[src/rtl/ivector_pkg.sv]
// Shared definitions for the vector echo request driver and its expectation table.
// No logic; constants, FSM state encoding and a width helper only.
// No flow control of its own.
package ivector_pkg;

    localparam int NUM_METH_DEF = 10;

    typedef enum logic [1:0] {
        ST_IDLE  = 2'd0,
        ST_RUN   = 2'd1,
        ST_DRAIN = 2'd2,
        ST_DONE  = 2'd3
    } state_t;

    // A single-method configuration still needs a one-bit index.
    function automatic int meth_width(input int n);
        return (n > 1) ? $clog2(n) : 1;
    endfunction

    localparam int METH_W_DEF = meth_width(NUM_METH_DEF);

endpackage

[src/rtl/ivector_expect_table.sv]
// Per-method next-expected value table: bulk load from seed, bump one entry by NUM_METH.
// Writes take effect next cycle; read is combinational.
// No backpressure; the driver qualifies load and increment strobes.
module ivector_expect_table
    import ivector_pkg::*;
#(
    parameter int NUM_METH = NUM_METH_DEF,
    parameter int DW       = 32,
    parameter int MW       = meth_width(NUM_METH)
) (
    input  logic          CLK,
    input  logic          nRST,
    input  logic          load_ena,
    input  logic [DW-1:0] load_seed,
    input  logic          inc_ena,
    input  logic [MW-1:0] inc_idx,
    input  logic [MW-1:0] rd_idx,
    output logic [DW-1:0] rd_v
);

    logic [DW-1:0] tbl_q [NUM_METH];

    always_ff @(posedge CLK) begin
        for (int m = 0; m < NUM_METH; m++) begin
            if (!nRST) begin
                tbl_q[m] <= '0;
            end else if (load_ena) begin
                tbl_q[m] <= load_seed + DW'(m);
            end else if (inc_ena && inc_idx == MW'(m)) begin
                tbl_q[m] <= tbl_q[m] + DW'(NUM_METH);
            end
        end
    end

    // Index values past NUM_METH-1 read as zero; the driver flags those separately.
    always_comb begin
        rd_v = '0;
        for (int m = 0; m < NUM_METH; m++) begin
            if (rd_idx == MW'(m)) rd_v = tbl_q[m];
        end
    end

endmodule

[src/rtl/ivector_driver.sv]
// Issues a run of say(meth, v) requests round-robin over NUM_METH methods and checks heard() echoes.
// First request one cycle after start; done one cycle after the last accepted response.
// say__ENA waits on say__RDY and the outstanding limit; heard__RDY high in RUN/DRAIN; done waits on done__RDY.
module ivector_driver
    import ivector_pkg::*;
#(
    parameter int NUM_METH        = NUM_METH_DEF,
    parameter int MAX_OUTSTANDING = 16,
    parameter int DW              = 32
) (
    input  logic          CLK,
    input  logic          nRST,
    input  logic          start__ENA,
    input  logic [DW-1:0] start_count,
    input  logic [DW-1:0] start_seed,
    output logic          start__RDY,
    output logic          say__ENA,
    output logic [DW-1:0] say_meth,
    output logic [DW-1:0] say_v,
    input  logic          say__RDY,
    input  logic          heard__ENA,
    input  logic [DW-1:0] heard_meth,
    input  logic [DW-1:0] heard_v,
    output logic          heard__RDY,
    output logic          done__ENA,
    output logic [DW-1:0] done_errors,
    output logic [DW-1:0] done_received,
    input  logic          done__RDY
);

    localparam int MW = meth_width(NUM_METH);
    localparam int OW = $clog2(MAX_OUTSTANDING + 1);

    state_t        state_q, state_d;
    logic [DW-1:0] count_q, issued_q, received_q, errors_q, say_v_q;
    logic [MW-1:0] meth_q;
    logic [OW-1:0] outstanding_q;

    logic          start_fire, heard_fire, meth_ok;
    logic [DW-1:0] issued_nxt, received_nxt, expect_v;

    assign start_fire   = start__ENA & start__RDY;
    assign heard_fire   = heard__ENA & heard__RDY;
    assign meth_ok      = heard_meth < DW'(NUM_METH);
    assign issued_nxt   = issued_q + DW'(say__ENA);
    assign received_nxt = received_q + DW'(heard_fire);

    ivector_expect_table #(
        .NUM_METH (NUM_METH),
        .DW       (DW),
        .MW       (MW)
    ) u_expect (
        .CLK       (CLK),
        .nRST      (nRST),
        .load_ena  (start_fire),
        .load_seed (start_seed),
        .inc_ena   (heard_fire & meth_ok),
        .inc_idx   (heard_meth[MW-1:0]),
        .rd_idx    (heard_meth[MW-1:0]),
        .rd_v      (expect_v)
    );

    always_ff @(posedge CLK) begin
        if (!nRST) state_q <= ST_IDLE;
        else       state_q <= state_d;
    end

    // RUN can skip DRAIN when the final issue and final response land together.
    always_comb begin
        state_d = state_q;
        case (state_q)
            ST_IDLE:  if (start_fire) state_d = (start_count == '0) ? ST_DONE : ST_RUN;
            ST_RUN:   if (issued_nxt == count_q)
                          state_d = (received_nxt == count_q) ? ST_DONE : ST_DRAIN;
            ST_DRAIN: if (received_nxt == count_q) state_d = ST_DONE;
            ST_DONE:  if (done__ENA) state_d = ST_IDLE;
            default:  state_d = ST_IDLE;
        endcase
    end

    always_comb begin
        start__RDY = (state_q == ST_IDLE);
        heard__RDY = (state_q == ST_RUN) || (state_q == ST_DRAIN);
        done__ENA  = (state_q == ST_DONE) && done__RDY;
        say__ENA   = (state_q == ST_RUN) && say__RDY && (issued_q < count_q)
                     && (outstanding_q < OW'(MAX_OUTSTANDING));
    end

    always_ff @(posedge CLK) begin
        if (!nRST) begin
            count_q       <= '0;
            issued_q      <= '0;
            received_q    <= '0;
            errors_q      <= '0;
            outstanding_q <= '0;
            say_v_q       <= '0;
            meth_q        <= '0;
        end else if (start_fire) begin
            count_q       <= start_count;
            issued_q      <= '0;
            received_q    <= '0;
            errors_q      <= '0;
            outstanding_q <= '0;
            say_v_q       <= start_seed;
            meth_q        <= '0;
        end else begin
            issued_q   <= issued_nxt;
            received_q <= received_nxt;
            if (say__ENA) begin
                say_v_q <= say_v_q + DW'(1);
                meth_q  <= (meth_q == MW'(NUM_METH - 1)) ? '0 : meth_q + MW'(1);
            end
            if (heard_fire && (!meth_ok || heard_v != expect_v)) errors_q <= errors_q + DW'(1);
            case ({say__ENA, heard_fire})
                2'b10:   outstanding_q <= outstanding_q + OW'(1);
                2'b01:   outstanding_q <= outstanding_q - OW'(1);
                default: outstanding_q <= outstanding_q;
            endcase
        end
    end

    assign say_meth      = DW'(meth_q);
    assign say_v         = say_v_q;
    assign done_errors   = errors_q;
    assign done_received = received_q;

endmodule
[config.mk]
export PLATFORM = sky130hd
export DESIGN_NAME = ivector_driver
export DESIGN_NICKNAME = d
export VERILOG_FILES = /design/src/rtl/ivector_pkg.sv /design/src/rtl/ivector_expect_table.sv /design/src/rtl/ivector_driver.sv
export SDC_FILE = /design/constraint.sdc
export NUM_CORES = 2
export LEC_CHECK = 0
export ABC_AREA = 1
export BUFFER_PORTS_ARGS = -buffer_cell sky130_fd_sc_hd__buf_2
export CORE_ASPECT_RATIO = 2
export CORE_MARGIN = 1
export CORE_UTILIZATION = 60
export CTS_CLUSTER_DIAMETER = 50
export DETAILED_ROUTE_END_ITERATION = 7
export GPL_TIMING_DRIVEN = 0
export PLACE_DENSITY = 0.79
export SYNTH_ARGS = -nofsm -noshare
export SYNTH_HDL_FRONTEND = slang
export SYNTH_HIERARCHICAL = 1
export SYNTH_SLANG_ARGS = --single-unit
[constraint.sdc]
create_clock -name CLK -period 4.1 [get_ports CLK]
set_input_delay 0.82 -clock CLK [delete_from_list [all_inputs] [get_ports CLK]]
set_output_delay 0.82 -clock CLK [all_outputs]
set_load 0.02 [all_outputs]
==> reports/results.md, run 1 <==
| Result | Reported | Unit |
|---|---|---|
| Outcome | aborted with a tool error | - |
| Stage at which the flow ended | global routing (5_1_grt) | - |
| Log Error | [ERROR GRT-0116] Global routing finished with congestion. Check the congestion regions in the DRC Viewer. | - |
| Area share of and/or/nand/nor cells after synthesis | 42.9 | % |
| Yosys warning total | 6 | - |
| Port-buffer cells | 237 | - |
| Leading register cell type out of synthesis | sky130_fd_sc_hd__edfxtp_1 | - |
| Deepest level of the CTS H-tree | 2 | - |
| Adder and majority cell fraction of the synthesized area | 2.12 | % |
| Starting utilization of the core area | 60.7 | % |
| Buffer cell driving the clock tree root | sky130_fd_sc_hd__clkbuf_16 | - |
| Ys async rst share | 0 | % |
| Routability-driven placement congestion ratio | 1.53 | - |
| Post-synth top area share | 23.7 | % |
| Post-Place Cells | 7568 | - |
| Number of buffers between clock root and the deepest sink | 3 | - |
| TritonCTS Sinks | 491 | - |
| Multiplexer area fraction after synthesis | 0 | % |
| Number of buffers created by CTS | 51 | - |
| Row cnt | 134 | - |
| Synthesized area per cell | 6.31 | sq um |
| EDFF count, synth | 320 | - |
| Cell variety after synth | 57 | - |
| Maximum number of pins on one net before global-route repair | 32 | - |
| Worst slack after detailed placement | -1.29 | ns |
| I/O Pins | 266 | - |
| First-pass GRT wire length | 403000 | microns |
| Synth Cell Area | 40500 | sq um |
| Fraction of synthesized cell area in xor and xnor cells | 5.04 | % |
| Number of global-route vias before repair | 54100 | - |
| Combinational family with the most area after synthesis | simple AND/OR/NAND/NOR gates | - |
| Placed wire-length estimate after detailed placement | 170000 | microns |
| Total track usage | 78.4 | % |
| Compound-gate portion of the synthesized area | 9.62 | % |
| Biggest area contributors in the synthesized netlist | sky130_fd_sc_hd__edfxtp_1, sky130_fd_sc_hd__nand2_1, sky130_fd_sc_hd__dfxtp_1 | - |
| Instance count of the mapped netlist | 6419 | - |
| Horizontal die dimension | 186 | microns |
| Synthesis-stage register bit count | 491 | - |
| Synth area leader | sky130_fd_sc_hd__edfxtp_1 | - |
| Sequential cell area fraction in the yosys report | 32.2 | % |
| Total global routing overflow | 2740 | - |
| Die Y-Extent | 369 | microns |
[cell usage after synthesis (53+ instances only)]
cell and n:
sky130_fd_sc_hd__nor3_1 113, sky130_fd_sc_hd__edfxtp_1 320, sky130_fd_sc_hd__ha_1 67, sky130_fd_sc_hd__xor2_1 157, sky130_fd_sc_hd__o21ai_0 371, sky130_fd_sc_hd__dfxtp_1 171
sky130_fd_sc_hd__xnor2_1 71, sky130_fd_sc_hd__nor2_1 862, sky130_fd_sc_hd__nand3_1 602, sky130_fd_sc_hd__nand3b_1 53, sky130_fd_sc_hd__inv_1 562, sky130_fd_sc_hd__clkbuf_1 130
sky130_fd_sc_hd__nand4_1 147, sky130_fd_sc_hd__nand2_1 2154, sky130_fd_sc_hd__a21oi_1 225
[through the flow]
step,instance area (sq um),util [%]
after detailed placement,42900,64.3
after floorplan,40600,-
after global placement,42900,64.3
after CTS,44900,67.3
[logic make-up after synthesis]
family	count (synthesis)
AND/OR/NAND/NOR	4087
buffers and inverters	815
flip-flops	491
other	1
adder cells (fa/ha/maj)	68
XOR/XNOR	230
AO/OA/AOI/OAI	727
[per-layer routing]
layer / GRT usage [%] / GRT overflow
met3: 57.6 / 27
met2: 104 / 2073
met5: 24.7 / 8
met4: 84.2 / 608
met1: 71.9 / 24
[repair_timing]
action,in CTS
pin swaps,4
hold buffers,0
resized for setup,63
setup endpoints to repair,424
buffers inserted,3
==> run 2, diff against run 1 <==
--- a/config.mk
+++ b/config.mk
@@ -7,13 +7,11 @@
 export LEC_CHECK = 0
 export ABC_AREA = 1
 export BUFFER_PORTS_ARGS = -buffer_cell sky130_fd_sc_hd__buf_2
-export CORE_ASPECT_RATIO = 2
 export CORE_MARGIN = 1
-export CORE_UTILIZATION = 60
-export CTS_CLUSTER_DIAMETER = 50
+export CORE_UTILIZATION = 40
 export DETAILED_ROUTE_END_ITERATION = 7
 export GPL_TIMING_DRIVEN = 0
-export PLACE_DENSITY = 0.79
+export PLACE_DENSITY_LB_ADDON = 0.15
 export SYNTH_ARGS = -nofsm -noshare
 export SYNTH_HDL_FRONTEND = slang
 export SYNTH_HIERARCHICAL = 1
==> run 2 against run 1 <==
- the flow now finishes, with violations (DRC, capacitance limit, slew limit, setup timing)
- synthesized cell count did not move
- area after synthesis did not move
==> reports/results.md, run 2 <==
| Result | Reported | Unit | Change |
|---|---|---|---|
| Number of flip-flops in the largest register | 320 | - |  |
| Most common cell after layout, fill and taps aside | sky130_fd_sc_hd__nand2_1 | - |  |
| Share of final-layout standard cells stronger than drive strength 1 | 10.6 | % |  |
| Number of standard cells in the layout, taps in and fillers out | 8121 | - |  |
| Crit path buf inv count | 7 | - |  |
| Compound-gate portion of the synthesized area | 9.62 | % | unchanged |
| Number of buffers created by CTS | 61 | - | was 51 |
| Horizontal die dimension | 320 | microns | was 186 microns |
| Slew at the pin closest to its max-slew limit | 1.63 | ns |  |
| Maximum number of pins on one net before global-route repair | 32 | - |  |
| Register bank with the most flops | u_expect/tbl_q | - |  |
| TritonCTS Sinks | 491 | - | unchanged |
| Synth Cell Area | 40500 | sq um | unchanged |
| Pins Over Slew Limit | 44 | - |  |
| Max Fanout on Critical Path | 8 | - |  |
| Cell variety after synth | 57 | - | unchanged |
| Via density per instance | 5.87 | - |  |
| Biggest area contributors in the synthesized netlist | sky130_fd_sc_hd__edfxtp_1, sky130_fd_sc_hd__nand2_1, sky130_fd_sc_hd__dfxtp_1 | - | unchanged |
| Synth area leader | sky130_fd_sc_hd__edfxtp_1 | - | unchanged |
| Largest stage delay on the critical path | 0.80 | ns |  |
| Worst setup path category | input pin to flop | - |  |
| Final WS setup | -0.136 | ns |  |
| Buffer cell driving the clock tree root | sky130_fd_sc_hd__clkbuf_16 | - | unchanged |
| Finished layout cell area | 46600 | sq um |  |
| Remaining DRCs | 46 | - |  |
| Kind of cell adding the most delay to the critical path | buffers and inverters | - |  |
| Yosys warning total | 6 | - | unchanged |
| Pre-Repair DR Iteration Count | 8 | - |  |
| Drt wl/cell | 28.3 | microns |  |
| Multiplexer area fraction after synthesis | 0 | % | unchanged |
| Slowest CP cell | sky130_fd_sc_hd__clkbuf_1 | - |  |
| Standby leakage power | 19.2 | nW |  |
| Routability-driven placement congestion ratio | 1.16 | - | was 1.53 |
| Number of routed nets with antenna violations | 0 | - |  |
| Outcome | finished, violations left | - | was aborted with a tool error |
| Synthesis-stage register bit count | 491 | - | unchanged |
| Hold bufs inserted after CTS | 0 | - | unchanged |
| Combinational family with the most area after synthesis | simple AND/OR/NAND/NOR gates | - | unchanged |
| Total die area | 103000 | sq um |  |
| Total track usage | 43.6 | % |  |
| Antenna violations before repair | 16 | - |  |
| Violated checks | DRC, capacitance limit, slew limit, setup timing | - |  |
| Most common cell on crit path | sky130_fd_sc_hd__inv_1 | - |  |
| Port-buffer cells | 237 | - | unchanged |
| EDFF count, synth | 320 | - | unchanged |
| Number of global-route vias before repair | 42600 | - |  |
| Area used by multi-input combinational logic | 24900 | sq um |  |
| First-pass GRT wire length | 316000 | microns |  |
| Total global routing overflow | 0 | - |  |
| Max-capacitance violation count | 4 | - |  |
| Net total in the final layout | 6962 | - |  |
| Clk Latency, worst-skew pair | 0.72 | ns |  |
| CTS tree | built | - |  |
| Setup repair after global routing missed its margin | true | - |  |
| Sequential Area | 13100 | sq um |  |
| Hold Crit Class | input pin to flop | - |  |
| Commonest cells after routing, fill and taps aside | sky130_fd_sc_hd__nand2_1, sky130_fd_sc_hd__nor2_1, sky130_fd_sc_hd__nand3_1 | - |  |
| Most numerous cell types in the synthesized netlist | sky130_fd_sc_hd__nand2_1, sky130_fd_sc_hd__nor2_1, sky130_fd_sc_hd__nand3_1 | - | unchanged |
| Maximum clock skew at final layout | 0.0359 | ns |  |
| Total of fill cells in the finished design | 10700 | - |  |
| Cell Area, Placed | 43500 | sq um | was 42900 sq um |
| Row cnt | 116 | - | was 134 |
| Starting utilization of the core area | 40.4 | % | was 60.7% |
| CTS clock-pin slew for the worst setup and hold paths | 0.06 | ns |  |
| Hold violation count in the final report | 0 | - |  |
| Synthesized area per cell | 6.31 | sq um | unchanged |
| Pwr per Cell Area | 431 | nW/um^2 |  |
| Worst hold slack | 0.419 | ns |  |
| Adder and majority cell fraction of the synthesized area | 2.12 | % | unchanged |
| Relative slew slack | -8.95 | % |  |
| Count of routing violations after the opening detailed-route iteration | 6881 | - |  |
| Post-synth top area share | 23.7 | % | unchanged |
| Most frequently used cell type in the post-synthesis netlist | sky130_fd_sc_hd__nand2_1 | - | unchanged |
| Tcrit/Tclk final | 103 | % |  |
| Core area | 100000 | sq um |  |
| Max Freq | 236 | MHz |  |
| Data arrival at the endpoint of the critical path | 4.78 | ns |  |
| Final setup violation count | 29 | - |  |
| Number of buffers between clock root and the deepest sink | 3 | - | unchanged |
| Instance count of the mapped netlist | 6419 | - | unchanged |
| Placed wire-length estimate after detailed placement | 180000 | microns | was 170000 microns |
| Ys async rst share | 0 | % | unchanged |
| Shortest period the worst path allows | 4.24 | ns |  |
| Area share of and/or/nand/nor cells after synthesis | 42.9 | % | unchanged |
| Area Growth Syn to Fin | 15.0 | % |  |
| Leading register cell type out of synthesis | sky130_fd_sc_hd__edfxtp_1 | - | unchanged |
| Die Y-Extent | 320 | microns | was 369 microns |
| Overall via count from detail_route | 47700 | - |  |
| Total wirelength of the detailed-routed design | 230000 | microns |  |
| I/O Pins | 266 | - | unchanged |
| Series of cell instances along the critical path | buf_2, clkbuf_1, inv_1, clkbuf_1, buf_6, ha_1, inv_1, o21ai_2, nand2_1, nor2_1, inv_1, o21ai_0, nand3_1, nand2_1 | - |  |
| Sequential cell area fraction in the yosys report | 32.2 | % | unchanged |
| Post-Place Cells | 7987 | - | was 7568 |
| Required @ worst endpoint | 4.65 | ns |  |
| CP startpoint kind | input pin | - |  |
| Deepest level of the CTS H-tree | 2 | - | unchanged |
| Peak VDD IR | 477 | uV |  |
| Capturing element type of the critical path | flop | - |  |
| Fraction of synthesized cell area in xor and xnor cells | 5.04 | % | unchanged |
-- run 2: cell counts after synthesis --
No cell type changed its count.
-- run 2: worst reg2reg max path: cells and delay by family, from the launching register on --
family | cells | cell delay [ns]
buffers and inverters | 5 | 2.07
AO/OA/AOI/OAI | 2 | 0.76
AND/OR/NAND/NOR | 2 | 0.49
flip-flops | 1 | 0.35
adder cells (fa/ha/maj) | 1 | 0.23
-- run 2: cell type report --
type,instances,area share (%)
Clock inverter,44,1.20
Sequential cell,491,28.0
Timing Repair Buffer,253,3.00
Multi-Input combinational cell,5140,53.5
Clock buffer,72,3.54
Antenna cell,10,0.0537
Buffer,227,2.49
Tap cell,1298,3.49
Inverter,586,4.73
-- run 2: metal layers --
metal	part of all wire (%)	up-vias	GRT usage (%)
met5	0.18	-	0.757
met4	6.8	24	25.0
met3	13	652	14.2
met2	40	3068	62.5
met1	40	22200	56.9
li1	-	21700	-
-- run 2: power by group --
group / internal, mW / switching, mW
registers: 6.50 / 1.50
logic: 1.66 / 4.30
clock network: 3.63 / 2.49
total: 11.8 / 8.29
-- run 2: what timing repair did --
action,4_1_cts,5_1_grt
setup buffers,2,8
cloned,0,0
pin swaps,18,28
gates resized for setup,129,114
setup endpoints to repair,505,401
-- run 2: cells by family after synthesis --
group                      after synthesis
AOI/OAI and AO/OA                      727
xor gates and xnor gates               230
adders and majority gates               68
buffers and inverters                  815
DFF                                    491
other                                    1
and+or+nand+nor                       4087
-- run 2: worst paths after layout --
kind / startpoint / to / slack [ns] / cells past startpoint
worst max-delay path: start_seed[3] / u_expect/tbl_q[9][23]$_DFFE_PP_ / -0.14 / 14
worst max register to register: state_q[0]$_SDFFE_PN0P_ / u_expect/tbl_q[5][7]$_DFFE_PP_ / 0.03 / 10
worst min-delay path: start_count[19] / count_q[19]$_SDFFE_PN0P_ / 0.42 / 3
worst min register to register: outstanding_q[0]$_SDFFE_PP0P_ / outstanding_q[0]$_SDFFE_PP0P_ / 0.47 / 2
-- run 2: through the flow --
step / worst slack [ns] / setup TNS, ns / util (%) / total power [mW]
after floorplan: 0.504 / 0 / - / 10.8
after CTS: 0.0109 / 0 / 46.0 / 19.7
after detailed placement: -1.65 / -371.22 / 43.5 / 13.5
after global routing: -0.107 / -1.52 / 46.5 / 20.8
after global placement: -1.63 / -470.43 / 43.3 / 13.5
final: -0.136 / -1.97 / 46.5 / 20.1
Note: power is estimated with default switching activity, not from simulation.
